## src/rtl/ppe_ifmap_fetch.sv

```systemverilog
`default_nettype none
// ==========================================================================
// ppe_ifmap_fetch : PPE-side ifmap row FIFO and IFMAP-memory request initiator
// Rev 1.0
// ==========================================================================
module ppe_ifmap_fetch #(
   parameter int PE_ID        = 5,
   parameter int IMEM_ID      = 10,
   parameter int IFMAP_SIZE   = 25,
   parameter int ROWS_PER_TS  = 5,
   parameter int DEPTH        = 2,
   parameter int OP_PPE_INPUT = 1
) (
   input  logic                  clk,
   input  logic                  reset,
   input  logic [IFMAP_SIZE+7:0] pkt_in,
   input  logic                  pkt_in_valid,
   output logic                  pkt_in_ready,
   output logic [IFMAP_SIZE+7:0] pkt_out,
   output logic                  pkt_out_valid,
   input  logic                  pkt_out_ready,
   output logic [IFMAP_SIZE-1:0] row_data,
   output logic [4:0]            row_num,
   output logic                  row_valid,
   input  logic                  row_ready,
   output logic [1:0]            timestep,
   output logic                  ts_done,
   input  logic                  next_ts,
   output logic                  all_done,
   output logic                  drop_err
);

   localparam int PKT_W = IFMAP_SIZE + 8;
   localparam int AW    = (DEPTH > 1) ? $clog2(DEPTH) : 1;
   localparam int CNT_W = $clog2(ROWS_PER_TS + 1);

   localparam logic [AW:0]       DEPTH_C = (AW+1)'(DEPTH);
   localparam logic [AW:0]       OCC_ONE = (AW+1)'(1);
   localparam logic [CNT_W-1:0]  ROWS_C  = CNT_W'(ROWS_PER_TS);
   localparam logic [CNT_W-1:0]  CNT_ONE = CNT_W'(1);
   localparam logic [PKT_W-1:0]  REQ_PKT = {4'(IMEM_ID), 4'(PE_ID), {IFMAP_SIZE{1'b0}}};

   typedef enum logic [1:0] {
      WAIT_FIRST = 2'd0,
      STREAM     = 2'd1,
      DRAIN      = 2'd2,
      DONE       = 2'd3
   } state_t;

   state_t                 state;
   logic [IFMAP_SIZE-1:0]  data_mem [DEPTH];
   logic [4:0]             num_mem  [DEPTH];
   logic [AW-1:0]          wr_ptr;
   logic [AW-1:0]          rd_ptr;
   logic [AW:0]            occ;
   logic [CNT_W-1:0]       rows_rcvd;
   logic [CNT_W-1:0]       rows_used;
   logic                   req_pending;

   logic                   accept;
   logic                   push;
   logic                   pop;
   logic                   issue;
   logic                   last_row_push;
   logic [CNT_W-1:0]       used_next;
   logic [4:0]             push_num;

   function automatic logic [AW-1:0] inc_ptr(input logic [AW-1:0] p);
      return (p == AW'(DEPTH - 1)) ? '0 : p + AW'(1);
   endfunction

   assign pkt_in_ready  = (occ < DEPTH_C);
   assign accept        = pkt_in_valid && pkt_in_ready;
   assign push          = accept
                       && (pkt_in[PKT_W-1 -: 4] == 4'(PE_ID))
                       && (pkt_in[PKT_W-5 -: 4] == 4'(OP_PPE_INPUT))
                       && (rows_rcvd < ROWS_C)
                       && (state != DONE);
   assign row_valid     = (occ != '0);
   assign pop           = row_valid && row_ready;
   assign row_data      = data_mem[rd_ptr];
   assign row_num       = num_mem[rd_ptr];
   assign last_row_push = push && ((rows_rcvd + CNT_ONE) == ROWS_C);
   assign used_next     = pop ? (rows_used + CNT_ONE) : rows_used;
   // Row k of this PE is ifmap row (PE_ID-5)+5k
   assign push_num      = 5'(PE_ID - 5) + (5'(rows_rcvd) * 5'd5);
   assign issue         = (state == STREAM) && !req_pending && !pkt_out_valid
                       && (rows_rcvd < ROWS_C) && pkt_in_ready;

   always_ff @(posedge clk) begin
      if (push) begin
         data_mem[wr_ptr] <= pkt_in[IFMAP_SIZE-1:0];
         num_mem[wr_ptr]  <= push_num;
      end
   end

   always_ff @(posedge clk or posedge reset) begin
      if (reset) begin
         state         <= WAIT_FIRST;
         timestep      <= 2'd1;
         wr_ptr        <= '0;
         rd_ptr        <= '0;
         occ           <= '0;
         rows_rcvd     <= '0;
         rows_used     <= '0;
         req_pending   <= 1'b0;
         pkt_out_valid <= 1'b0;
         pkt_out       <= '0;
         ts_done       <= 1'b0;
         all_done      <= 1'b0;
         drop_err      <= 1'b0;
      end else begin
         drop_err  <= accept && !push;
         rows_used <= used_next;

         if (push) begin
            wr_ptr      <= inc_ptr(wr_ptr);
            rows_rcvd   <= rows_rcvd + CNT_ONE;
            req_pending <= 1'b0;
         end
         if (pop) begin
            rd_ptr <= inc_ptr(rd_ptr);
         end
         case ({push, pop})
            2'b10:   occ <= occ + OCC_ONE;
            2'b01:   occ <= occ - OCC_ONE;
            default: occ <= occ;
         endcase

         // Only one request may be in flight; the returning row clears it
         if (issue) begin
            pkt_out_valid <= 1'b1;
            pkt_out       <= REQ_PKT;
         end else if (pkt_out_valid && pkt_out_ready) begin
            pkt_out_valid <= 1'b0;
            req_pending   <= 1'b1;
         end

         case (state)
            WAIT_FIRST: begin
               if (push) begin
                  state <= last_row_push ? DRAIN : STREAM;
               end
            end
            STREAM: begin
               if (last_row_push) begin
                  state <= DRAIN;
               end
            end
            DRAIN: begin
               if (used_next == ROWS_C) begin
                  state   <= DONE;
                  ts_done <= 1'b1;
               end
            end
            DONE: begin
               if (next_ts) begin
                  if (timestep == 2'd1) begin
                     timestep    <= 2'd2;
                     rows_rcvd   <= '0;
                     rows_used   <= '0;
                     req_pending <= 1'b0;
                     ts_done     <= 1'b0;
                     state       <= WAIT_FIRST;
                  end else begin
                     all_done <= 1'b1;
                  end
               end
            end
            default: state <= WAIT_FIRST;
         endcase
      end
   end

endmodule
`default_nettype wire

```

## config.mk

```make
export PLATFORM = sky130hd
export DESIGN_NAME = ppe_ifmap_fetch
export DESIGN_NICKNAME = d
export VERILOG_FILES = /design/src/rtl/ppe_ifmap_fetch.sv
export SDC_FILE = /design/constraint.sdc
export NUM_CORES = 1
export LEC_CHECK = 0
export CORE_MARGIN = 10
export CORE_UTILIZATION = 40
export CTS_BUF_LIST = sky130_fd_sc_hd__clkbuf_2 sky130_fd_sc_hd__clkbuf_4 sky130_fd_sc_hd__clkbuf_8
export CTS_CLUSTER_DIAMETER = 150
export DETAILED_ROUTE_END_ITERATION = 16
export PLACE_DENSITY = 0.71
export REMOVE_ABC_BUFFERS = 1
export SYNTH_ARGS = -nofsm -noshare
export SYNTH_HDL_FRONTEND = slang
export SYNTH_SLANG_ARGS = --single-unit
```

## constraint.sdc

```tcl
create_clock -name clk -period 7 [get_ports clk]
set_input_delay 1.4 -clock clk [delete_from_list [all_inputs] [get_ports clk]]
set_output_delay 1.4 -clock clk [all_outputs]
set_load 0.005 [all_outputs]
```

# Word level (Yosys, flattened, before mapping)
# Memory sizes are Yosys's and may differ from the RTL's.
# Cells that the tools add are included.
totals:
  ff_bits: 20
  ramBits: 60
  inputBits: 39
  out_inout_bits: 71
  wordCells: 98
  memories: 2
mem_list:
  columns: ["name", "words", "width", "read_ports", "rd_ports_with_merged_regs", "wr", "line_no", "source"]
  rows:
  - ["data_mem", 2, 25, 1, 0, 1, "51", "logic [IFMAP_SIZE-1:0] data_mem [DEPTH];"]
  - ["num_mem", 2, 5, 1, 0, 1, "52", "logic [4:0] num_mem [DEPTH];"]
classes:
  addsub: 6
  n_mul: 1
  magnitude_cmp: 2
  n_eq_ne: 16
  mux: 32
  n_bitwise: 1
  reduce_logical: 25
op_table:
  columns: ["operator", "n"]
  rows:
  - ["3-bit 2-to-1 mux", 8]
  - ["1-bit 2-to-1 mux", 15]
  - ["1-bit logical AND", 13]
  - ["2-bit 2-to-1 mux", 6]
  - ["2-bit inequality test (second input constant)", 6]
  - ["2-bit case mux with 4 select lines", 1]
  - ["2-bit nonzero test", 4]
  - ["3-bit by 1-bit adder with 3-bit output (second input constant)", 2]
  - ["2-bit by 1-bit == test with 1-bit output (second input constant)", 3]
  - ["2-bit == test (second input constant)", 3]
  - ["3-bit == test (second input constant)", 2]
  - ["3-bit AND reduction", 2]
  - ["3-bit by 3-bit multiplier with 5-bit output (second input constant)", 1]
  - ["5-bit AND reduction", 1]
  - ["4-bit by 1-bit == test with 1-bit output (second input constant)", 1]
  - ["4-bit by 3-bit == test with 1-bit output (second input constant)", 1]
  - ["2-bit case mux with 2 select lines", 1]
  - ["4-bit AND reduction", 1]
  - ["1-bit logical NOT", 3]
  - ["3-bit < comparator (second input constant)", 1]
  - ["1-bit adder (second input constant)", 2]
  - ["2-bit by 1-bit adder with 2-bit output (second input constant)", 1]
  - ["2-bit logical NOT", 1]
  - ["2-bit < comparator (second input constant)", 1]
  - ["3 further kinds", 3]

# Longest topological paths before layout
logic_depth:
  word_depth: 12
  ltp_mapped: 7
  mapped_depth_nobuf: 7

# Worst setup path before layout
# Ideal clock, no wire load.
synth_timing:
  path_kind: "input port to flip-flop"
  from: "in pkt_in[28]"
  to: "mem data_mem[0][0] (enable)"
  setup_ps: 417
  arrival_time_ps: 3132
  path_slack_ps: 3451
  stages: 3
  n_path_buf: 0
  path_cell_list: "and4bb_2 -> nand4_1 -> nor2_1"
synth_between:
  elab_chain_cells: 6
synth_rtl:
  columns: ["item", "line_no", "source"]
  rows:
  - ["start: declaration", "16", "input logic [IFMAP_SIZE+7:0] pkt_in,"]
  - ["4-bit by 1-bit == test with 1-bit output", "76", "&& (pkt_in[PKT_W-5 -: 4] == 4'(OP_PPE_INPUT))"]
  - ["1-bit logical AND", "76", null]
  - ["1-bit logical AND", "77", "&& (rows_rcvd < ROWS_C)"]
  - ["1-bit logical AND", "78", "&& (state != DONE);"]
  - ["1-bit 2-to-1 mux", "91", "if (push) begin"]
  - ["1-bit 2-to-1 mux (not written as such)", "92", "data_mem[wr_ptr] <= pkt_in[IFMAP_SIZE-1:0];"]
  - ["end: declaration", "51", null]
# No other way between the ends.

# Final worst setup path
layout_timing:
  from: "reg rd_ptr"
  to: "out row_num[0]"
layout_between:
  elab_chain_cells: 1
layout_rtl:
  columns: ["item", "line_no", "source"]
  rows:
  - ["start: declaration", "54", "logic [AW-1:0] rd_ptr;"]
  - ["start signal: assignment", "122", "rd_ptr <= inc_ptr(rd_ptr);"]
  - ["memory read 2 x 5 bit", null, null]
  - ["end: declaration", "23", "output logic [4:0] row_num,"]
# No other way between the ends.

==> summary.md <==
| Metric | Value |
|---|---|
| Status | `finished, final reports clean` |
| Max cap viols | `0` |
| TNS Setup | `0 ns` |
| Initial Utilization | `40.8%` |
| Synth-to-layout area growth | `29.3%` |
| Final hold violations | `0` |
| Via count | `1970` |
| Peak supply drop | `0.000143 V` |
| Max Clock Freq | `283 MHz` |
| Post-place setup slack | `3.38 ns` |
| RSZ-0062 raised after global routing | `no` |
| Seq/Total Area, Yosys | `65.1%` |
| Placed cell areas | `4350 um^2` |
| Antenna-violating nets left | `0` |
| Post-CTS Setup Inserts | `0` |
| Reg clk slew, reported paths | `0.08 ns` |
| Setup Skew | `0.00525 ns` |
| Largest net degree at the start of global routing | `31` |
| TritonCTS Buffers | `9` |
| Layout cell share with drive strength beyond 1 | `9.88%` |
| Synth top area share | `50.9%` |
| CTS tree | `built` |
| Core area | `8680 um^2` |
| DR vias/cell | `4.56` |
| Final WS setup | `3.47 ns` |
| Vias in the first global route | `2135` |
| PwrDens | `311 nW/um^2` |
| Critical path class | `flop to primary output` |
| Area leader, netlist | `edfxtp_1` |
| Cell area after layout | `4580 um^2` |
| Async SR Flop Fraction | `25.0%` |
| Capturing element type of the critical path | `primary output` |
| Worst skew pair latency | `0.34 ns` |
| Period minus WS final | `3.53 ns` |
| Critical path launch point type | `flop` |
| Nets@finish | `369` |
| Count of yosys warnings during synthesis | `0` |
| Post-Syn Area | `3540 um^2` |
| Die Y | `114 um` |
| Hold slack | `0.480 ns` |
| H-tree depth reported by CTS | `3` |
| Total wire length | `7.13 mm` |
| Crit-path slowest cell | `dfrtp_1` |
| Synth area leaders | `edfxtp_1 51%, dfrtp_1 13%, mux2_1 9.2%, buf_4 6.8%, ha_1 3.9%` |
| Worst path cell trace | `buf_4, mux2_1, clkdlybuf4s50_1` |
| Final slew viol count | `0` |
| CP max stage delay | `0.52 ns` |
| Die area | `13000 um^2` |
| Leak | `1.73 nW` |
| First-pass GRT wire length | `11.4 mm` |
| FF+latch count, synth | `80` |
| Clk sinks | `80` |
| Final setup viols | `0` |
| CTS Root Cell | `clkbuf_8` |
| Post-route total power | `1.42 mW` |
| Die W | `114 um` |
| Worst Path Required | `5.60 ns` |
| Cts hold-fix bufs | `0` |
| Commonest non-fill, non-tap cells in the layout | `80 x clkdlybuf4s50_1, 60 x edfxtp_1, 29 x mux2_1, 29 x conb_1, 19 x dfrtp_1` |
| Worst Path Max Fanout | `25` |
| Dominant synthesized flop cell | `edfxtp_1` |
| Drt drc | `0` |
| IO Count | `110` |
| Gr usage total | `11.1%` |
| Worst EP arrival | `2.13 ns` |
| Most common cell after layout, fill and taps aside | `clkdlybuf4s50_1` |
| Unique masters post-synth | `40` |
| Number of synthesized flops with an enable pin | `60` |
| Initial antenna violation count | `0` |
| First-pass DRT Iterations | `4` |
| Syn Inst Count | `234` |
| Clock buffer depth | `2` |
| Rel. slew slack | `41.6%` |
| Syn Area/Cell | `15.1 um^2` |
| Fin crit share | `50.5%` |
| IO Port Bufs | `80` |
| Worst-Margin Slew | `0.874 ns` |
| Gr ovfl total | `0` |
| Worst min path class | `flop to flop` |
| Cell Rows | `34` |
| CTS resizes | `0` |
| GPL Wtd Cong | `0.750` |
| Detailed router's first-iteration violation count | `63` |
| N_diodes | `0` |
| Drt wl/cell | `16.5 um` |
| DP HPWL | `5.11 mm` |
[metrics by stage]
step	instances	utilization, %
2_1_floorplan	227	-
3_5_place_dp	416	50.1
5_1_grt	432	52.7
4_1_cts	432	52.7
3_3_place_gp	416	50.1
6_report	432	52.7
[cell type report]
type / count / area (um^2)
Clock inverter: 7 / 103
Tap cell: 108 / 135
Inverter: 12 / 48.8
Sequential cell: 80 / 2300
Clock buffer: 9 / 124
Fill cell: 751 / 4100
Multi-Input combinational cell: 135 / 1050
Timing Repair Buffer: 81 / 808
[critical path: cells and delay by family, from the launching register on]
kind | cells | cell delay (ns)
flip-flops | 1 | 0.52
buffers and inverters | 2 | 0.90
multiplexers | 1 | 0.36
[sequential cells by signal, summed over array words and instances (netlist names)]
name / count
data_mem: 50
num_mem: 10
rows_rcvd: 3
rows_used: 3
occ: 2
state: 2
timestep: 2
all_done: 1
drop_err: 1
pkt_out: 1
pkt_out_valid: 1
rd_ptr: 1
req_pending: 1
ts_done: 1
wr_ptr: 1
[Yosys cell counts, types with 3 or more instances]
library cell	n
nor2_1	15
mux2_1	29
buf_1	3
dfrtp_1	19
xnor2_1	8
edfxtp_1	60
ha_1	11
nand2_1	4
mux2i_1	4
xor2_1	3
inv_1	11
buf_4	32
[report_power, final]
group          internal, mW  switching [mW]
combinational         0.266           0.185
sequential            0.548          0.0463
clock                 0.204           0.172
[worst paths after layout]
path	start	endpoint	slack (ns)	cells after the start
min	all_done	all_done	0.48	1
min reg2reg	all_done	all_done	0.48	1
min in group asynchronous	reset	rows_used[1]	1.49	2
max in group asynchronous	reset	rows_rcvd[1]	5.03	2
max reg2reg	state[1]	data_mem[1][20]	4.58	4
max	rd_ptr	row_num[0]	3.47	3
[routing by layer]
layer	routed length [um]	global-route usage, %	share of wire (%)
met4	48	2.51	0.67
met1	3280	14.4	46
met3	688	5.71	9.7
met2	3110	16.0	44
met5	0	0	0
[kinds of logic (layout without fill, tap and decap cells)]
logic type                 count (synthesis)  count (layout)  share of synthesized area, %
DFF                                       80              80                          65.1
buffers and inverters                     47             109                          8.49
muxes                                     35              35                          11.1
and+or+nand+nor                           35              35                          5.62
AOI/OAI and AO/OA                         14              14                          2.97
adders and majority gates                 11              11                          3.89
xor gates and xnor gates                  11              11                          2.72
other                                      1              29                         0.106
Power figures use the tool's default switching activity.
